`src/rtl/cpu_pkg.sv`:
```
// Shared CPU definitions: register-transfer op encodings, sequencer states
// and the datapath width constants used by the register-file access path.
package cpu_pkg;

    localparam int unsigned DATA_W = 8;
    localparam int unsigned SEL_W  = 4;

    typedef enum logic [1:0] {
        OP_READ  = 2'b00,
        OP_WRITE = 2'b01,
        OP_MOV   = 2'b10,
        OP_SWAP  = 2'b11
    } op_e;

    typedef enum logic [2:0] {
        IDLE,
        RD_A,
        RD_B,
        WR_A,
        WR_B,
        DONE
    } xfer_state_e;

endpackage

```
`src/rtl/reg_xfer.sv`:
```
// Register-transfer sequencer: takes one READ/WRITE/MOV/SWAP command at a
// time and drives the register file's address/read/write/data port.
module reg_xfer
    import cpu_pkg::op_e;
    import cpu_pkg::OP_READ;
    import cpu_pkg::OP_WRITE;
    import cpu_pkg::OP_MOV;
    import cpu_pkg::OP_SWAP;
    import cpu_pkg::xfer_state_e;
    import cpu_pkg::IDLE;
    import cpu_pkg::RD_A;
    import cpu_pkg::RD_B;
    import cpu_pkg::WR_A;
    import cpu_pkg::WR_B;
    import cpu_pkg::DONE;
#(
    parameter int unsigned DATA_W = cpu_pkg::DATA_W,
    parameter int unsigned ADDR_W = 8,
    parameter int unsigned SEL_W  = cpu_pkg::SEL_W
) (
    input  logic              clk,
    input  logic              rst,
    input  logic              cmd_valid,
    output logic              cmd_ready,
    input  logic [1:0]        cmd_op,
    input  logic [SEL_W-1:0]  cmd_src,
    input  logic [SEL_W-1:0]  cmd_dst,
    input  logic [DATA_W-1:0] cmd_imm,
    output logic              rsp_done,
    output logic [DATA_W-1:0] rsp_data,
    output logic [ADDR_W-1:0] rf_addr,
    output logic              rf_read,
    output logic              rf_write,
    output logic [DATA_W-1:0] rf_wdata,
    input  logic [DATA_W-1:0] rf_rdata
);

    xfer_state_e       state_q, state_d;
    op_e               op_q, op_d;
    logic [SEL_W-1:0]  src_q, src_d;
    logic [SEL_W-1:0]  dst_q, dst_d;
    logic [DATA_W-1:0] imm_q, imm_d;
    logic [DATA_W-1:0] tmp_a_q, tmp_a_d;
    logic [DATA_W-1:0] tmp_b_q, tmp_b_d;
    logic [DATA_W-1:0] rsp_data_q, rsp_data_d;
    logic              rsp_done_q, rsp_done_d;

    logic              rd_en;
    logic              wr_en;
    logic [SEL_W-1:0]  addr_sel;
    logic [DATA_W-1:0] wdata;

    always_comb begin
        state_d  = state_q;
        op_d     = op_q;
        src_d    = src_q;
        dst_d    = dst_q;
        imm_d    = imm_q;
        tmp_a_d  = tmp_a_q;
        tmp_b_d  = tmp_b_q;
        rd_en    = 1'b0;
        wr_en    = 1'b0;
        addr_sel = '0;
        wdata    = '0;

        case (state_q)
            IDLE: begin
                if (cmd_valid) begin
                    op_d    = op_e'(cmd_op);
                    src_d   = cmd_src;
                    dst_d   = cmd_dst;
                    imm_d   = cmd_imm;
                    state_d = (op_e'(cmd_op) == OP_WRITE) ? WR_A : RD_A;
                end
            end
            RD_A: begin
                rd_en    = 1'b1;
                addr_sel = src_q;
                tmp_a_d  = rf_rdata;
                case (op_q)
                    OP_READ: state_d = DONE;
                    OP_MOV:  state_d = WR_A;
                    OP_SWAP: state_d = RD_B;
                    default: state_d = DONE;
                endcase
            end
            RD_B: begin
                rd_en    = 1'b1;
                addr_sel = dst_q;
                tmp_b_d  = rf_rdata;
                state_d  = WR_A;
            end
            WR_A: begin
                wr_en    = 1'b1;
                addr_sel = dst_q;
                wdata    = (op_q == OP_WRITE) ? imm_q : tmp_a_q;
                state_d  = (op_q == OP_SWAP) ? WR_B : DONE;
            end
            WR_B: begin
                wr_en    = 1'b1;
                addr_sel = src_q;
                wdata    = tmp_b_q;
                state_d  = DONE;
            end
            DONE: begin
                state_d = IDLE;
            end
            default: begin
                state_d = IDLE;
            end
        endcase

        // Response is registered on entry to DONE; for READ the capture and
        // the DONE entry share an edge, so take the just-sampled tmp_a_d.
        rsp_done_d = (state_d == DONE);
        rsp_data_d = (state_d == DONE) ? tmp_a_d : rsp_data_q;
    end

    always_ff @(posedge clk) begin
        if (rst) begin
            state_q    <= IDLE;
            op_q       <= OP_READ;
            src_q      <= '0;
            dst_q      <= '0;
            imm_q      <= '0;
            tmp_a_q    <= '0;
            tmp_b_q    <= '0;
            rsp_data_q <= '0;
            rsp_done_q <= 1'b0;
        end else begin
            state_q    <= state_d;
            op_q       <= op_d;
            src_q      <= src_d;
            dst_q      <= dst_d;
            imm_q      <= imm_d;
            tmp_a_q    <= tmp_a_d;
            tmp_b_q    <= tmp_b_d;
            rsp_data_q <= rsp_data_d;
            rsp_done_q <= rsp_done_d;
        end
    end

    // Strobes are gated by reset so no register-file write lands on a reset edge.
    assign rf_read   = rd_en & ~rst;
    assign rf_write  = wr_en & ~rst;
    assign rf_addr   = {{(ADDR_W-SEL_W){1'b0}}, addr_sel};
    assign rf_wdata  = wdata;
    assign cmd_ready = (state_q == IDLE);
    assign rsp_done  = rsp_done_q;
    assign rsp_data  = rsp_data_q;

endmodule

```
`config.mk`:
```
export PLATFORM = sky130hd
export DESIGN_NAME = reg_xfer
export DESIGN_NICKNAME = d
export VERILOG_FILES = /design/src/rtl/cpu_pkg.sv /design/src/rtl/reg_xfer.sv
export SDC_FILE = /design/constraint.sdc
export NUM_CORES = 1
export LEC_CHECK = 0
export ABC_AREA = 1
export CORE_UTILIZATION = 50
export DETAILED_ROUTE_END_ITERATION = 16
export MAX_ROUTING_LAYER = met4
export PLACE_DENSITY = 0.82
export SYNTH_ARGS = -nofsm -noshare
export SYNTH_HDL_FRONTEND = slang
export SYNTH_SLANG_ARGS = --single-unit
```
`constraint.sdc`:
```
create_clock -name clk -period 3.1 [get_ports clk]
set_input_delay 0.775 -clock clk [delete_from_list [all_inputs] [get_ports clk]]
set_output_delay 0.775 -clock clk [all_outputs]
set_load 0.03 [all_outputs]
```
### Word level (Yosys, flattened, before mapping)

Cells that the tools add are included.

| storage, ports and cells | value |
|---|---|
| output and inout bits | 28 |
| bits in registers | 46 |

| cells by class | value |
|---|---|
| bitwise operators | 3 |
| reduce and logical (&&, ||, !) cells | 6 |
| equal/unequal tests | 9 |
| mux-type cells | 11 |

Operators with widths:

| operator | number |
|---|---|
| 8-bit two-way mux | 2 |
| 8-bit case mux with 2 select lines | 1 |
| 3-bit case mux with 5 select lines | 1 |
| 4-bit case mux with 2 select lines | 1 |
| 2-bit OR reduction | 4 |
| 3-bit by 2-bit == test with 1-bit output, second input constant | 2 |
| 3-bit == test, second input constant | 2 |
| 3-bit case mux with 2 select lines | 1 |
| 2-bit by 1-bit == test with 1-bit output, second input constant | 2 |
| 2-bit == test, second input constant | 2 |
| 3-bit by 1-bit == test with 1-bit output, second input constant | 1 |
| 3-bit logical NOT | 1 |
| 1-bit two-way mux | 3 |
| 3-bit two-way mux | 1 |
| 1-bit bitwise AND | 2 |
| 2-bit two-way mux | 1 |
| 2-bit AND reduction | 1 |
| 1-bit NOT | 1 |

### Logic depth before layout (Yosys ltp)

Gate-level depths: netlist of the first run.

| logic depth | value |
|---|---|
| word-level depth | 5 |
| depth in mapped cells | 9 |
| mapped depth without buffers | 8 |

### Worst setup path before layout of the first run

OpenSTA, ideal clock, no wires.

| timing | value |
|---|---|
| path type | reg2out |
| start point | register state_q[2] |
| end point | output rf_wdata[0] |
| stages on the path, launching flop included | 9 |
| buffers on the path | 1 |
| data required time | 2.325 ns |
| arrival time | 1.532 ns |
| setup slack | 0.793 ns |
| cell sequence | dfxtp_1 > buf_4 > inv_2 > nand2_1 > inv_1 > nand2_1 > inv_1 > o21ai_0 > o22ai_1 |

| between the ends | value |
|---|---|
| cells in the longest elaborated chain, start to end | 2 |
| elaborated cells on any way between the ends | 3 |
| those cells by class | 2 x eq/ne; 1 x mux |

RTL lines:

| item | RTL line | text |
|---|---|---|
| start, declared | reg_xfer.sv:38 | `xfer_state_e state_q, state_d;` |
| start signal, assigned | reg_xfer.sv:131 | `state_q <= state_d;` |
| 3-bit == test or 3-bit by 2-bit == test with 1-bit output (tied branches) | reg_xfer.sv:66 | `case (state_q)` |
| 8-bit case mux with 2 select lines * | reg_xfer.sv:66 |  |
| end, declared | reg_xfer.sv:34 | `output logic [DATA_W-1:0] rf_wdata,` |

Mark *: on every way between the ends. The rest lies on a longest branch, timed or not.

### Final worst setup path of the first run

| timing | value |
|---|---|
| start point | register state_q[2] |
| end point | output rf_addr[2] |

| between the ends | value |
|---|---|
| cells in the longest elaborated chain, start to end | 3 |
| elaborated cells on any way between the ends | 7 |
| those cells by class | 4 x eq/ne; 1 x mux; 2 x reduce/logical |

RTL lines:

| item | RTL line | text |
|---|---|---|
| 3-bit by 1-bit == test with 1-bit output (tied with other cells) | reg_xfer.sv:66 |  |
| 2-bit OR reduction (no line) | - |  |
| 4-bit case mux with 2 select lines * | reg_xfer.sv:66 |  |
| end, declared | reg_xfer.sv:31 | `output logic [ADDR_W-1:0] rf_addr,` |

Marks and branches as above.

==> out/metrics.yaml, run 1 <==
route.detailed.drc: 0
synth.ff_latch_count: 46
height_of_the_die_um: 67.6
period_needed_ns: 2.98
placed_area_um2: 2690
stdcell_count: 408
cts_root_buf: "clkbuf_8"
place.port_buffers: 52
timing.final.crit_share_pct: 96.0
worstMarginPinSlew_ns: 0.697
design.final.nets: 386
post-route-cell-area_um2: 2800
synth-seq-area-share_pct: 42.8
vias_per_cell: 5.23
syn_avg_cell_area_um2: 7.08
totalNegativeSetupSlack_ns: 0
grt_pass1_wl_mm: 8.63
synthCells: 304
wire_per_inst_um: 13.0
finalHoldViolations: 0
antenna_found_initial: 0
overall_fraction_of_global_route_tracks_in_use_pct: 26.2
run_status: "complete, no violations"
worst_setup_path_start_kind: "flip-flop"
rows: 23
total_clock_sinks: 46
cellPowerDensity_nw_per_um2: 975
initial_utilization_pct: 53.1
cts.clk_slew.worst_paths_ns: 0.09
detailedPlacementHpwl_mm: 3.77
grt_start_max_net_pins: 29
cpMaxStageDelayCell: "clkdlybuf4s50_1"
crit_family: "buffers and inverters"
syn-cell-area_um2: 2150
cts_max_level: 2
dpl.cell_count: 400
core-area_um2: 4060
p_total_mw: 2.73
end_kind: "output port"
clkLatencyLatePin_ns: 0.30
setup_viol: 0
leading_cell_types_by_total_area_after_synthesis: "dfxtp_1 (43%), inv_1 (10%), nand2_1 (8.0%)"
number_of_global_route_vias_before_repair: 1973
routabilityCongestion: 0.900
die_x_um: 67.6
fmaxAchievable_mhz: 336
synthesis_to_layout_area_growth_pct: 30.0
vias: 2133
grt.overflow.total: 0
synth_top_area_share_pct: 42.8
slew_headroom_pct: 53.5
clock_skews_ns: 0.00997
synth.lib_cells_used.distinct: 25
detail-route-antenna-nets: 0
drt_iter0_drc: 120
detail_route.first_pass.iterations: 4
wirelength_mm: 5.31
clock_tree_from_tritoncts: "yes"
use_met2_pct: 44.4
unrepaired_setup_endpoints_after_global_routing: "false"
yosys_warnings: 0
cts_buffers: 5
cp.arrival_ns: 2.20
max_cap_viol_count: 0
cp.buffers_inverters: 3
grt_busiest_layer: "met2"
global_route_track_usage_on_met1_pct: 30.1
slew_violations: 0
path_cells: "inv_2 > nand3_1 > inv_1 > a21oi_1 > o22ai_1 > clkdlybuf4s50_1"
cp.required_ns: 2.32
largest_fanout_of_any_net_on_the_critical_path: 7
worst_hold_path_type: "reg -> reg"
p_leak_nw: 1.33
max-clock-path-buffers: 2
die_area_um2: 4570
cts_setup_buffers: 0
n_antenna_cell: 0
cts.repair.resized: 0
cts_hold_repair.buffers: 0
final_layout_size_suffix_gt1_share_pct: 7.82
synth_largest_area_cell: "dfxtp_1"
critical_path.max_stage_delay_ns: 0.61
gr-usage-met3_pct: 6.42
vdd_ir_max_mv: 0.540
io_pins: 57
worst-setup-path-type: "reg -> out"
## sequential cells by signal, indices dropped and copies added (netlist names)
name,cells
tmp_b_q,8
src_q,4
rsp_data,8
rsp_done,1
state_q,3
dst_q,4
tmp_a_q,8
op_q,2
imm_q,8
## cell usage after synthesis
cell type / instances
inv_1: 58
dfxtp_1: 46
nand2_1: 46
a21oi_1: 32
nor2_1: 26
o21ai_0: 26
nand3_1: 18
o22ai_1: 12
buf_4: 8
nand4_1: 7
clkbuf_1: 4
inv_2: 3
buf_2: 2
nand2_2: 2
nand3_4: 2
nor2_2: 2
o21ai_1: 2
buf_6: 1
conb_1: 1
nand2_4: 1
nand3_2: 1
nand3b_1: 1
nor2_4: 1
o21a_1: 1
o21ai_4: 1
## cell usage in the layout, fill, tap and decap left out, drive strengths merged, types with 8 or more instances in the layout
| cell | count |
|---|---|
| clkdlybuf4s50 | 43 |
| nor2 | 29 |
| nand2 | 49 |
| inv | 61 |
| nand3 | 21 |
| o22ai | 12 |
| dfxtp | 46 |
| o21ai | 29 |
| buf | 8 |
| a21oi | 32 |
## worst reg2reg max path, cell delays in order (launching register included)
cell     delay (ns)
dfxtp_1        0.56
inv_2          0.08
nor2_1         0.41
nand3_1        0.14
nand2_1        0.11
nand4_1        0.09
nand2_1        0.09
nor2_1         0.06
## metrics by stage
step,utilization (%),hold WS (ns),setup WS [ns]
floorplan,-,0.429,0.793
global placement,66.3,0.441,0.464
detailed placement,66.3,0.452,0.411
CTS,68.6,0.465,0.0557
global route,69.0,0.490,0.00714
finish,69.0,0.461,0.124
## kinds of logic after synthesis
kind of cell / Yosys count / synth area share, %
AND/OR/NAND/NOR: 107 / 23.4
buffers and inverters: 76 / 15.1
AO/OA/AOI/OAI: 74 / 18.5
flip-flops: 46 / 42.8
other: 1 / 0.174
## path summary, 6_finish.rpt
check	slack [ns]	end	from	depth (start not counted)
max	0.12	rf_addr[2]	state_q[2]	6
min	0.46	dst_q[3]	dst_q[3]	2
max reg2reg	1.46	rsp_data[3]	state_q[0]	7
min reg2reg	0.46	dst_q[3]	dst_q[3]	2
## where the power goes
part | internal (mW) | leakage, nW | switching (mW) | total (mW)
sequential | 0.794 | 0.378 | 0.123 | 0.917
clock | 0.180 | 0.0482 | 0.196 | 0.376
combinational | 0.525 | 0.908 | 0.911 | 1.44
total | 1.50 | 1.33 | 1.23 | 2.73
## cell type report
class,count,area (µm²)
clock buffer,7,86.3
clock inverter,1,5.00
fill,383,1260
inverter,61,229
multi-input combinational,185,918
sequential,46,921
tap,50,62.6
timing repair buffer,58,578
## layer usage
metal  up-vias  routed length (µm)
li1       1066                   -
met1       989                2400
met2        70                2530
met3         8                 313
met4         0                  63
met5         -                   0
Note: power is estimated with default switching activity, not from simulation.
==> run 2: changes to the inputs <==
Settings changed: CAP_MARGIN set to 15, CTS_CLUSTER_DIAMETER set to 100.
==> results of run 2 <==
The final DEF is identical to that of run 1; final timing and power are the same.
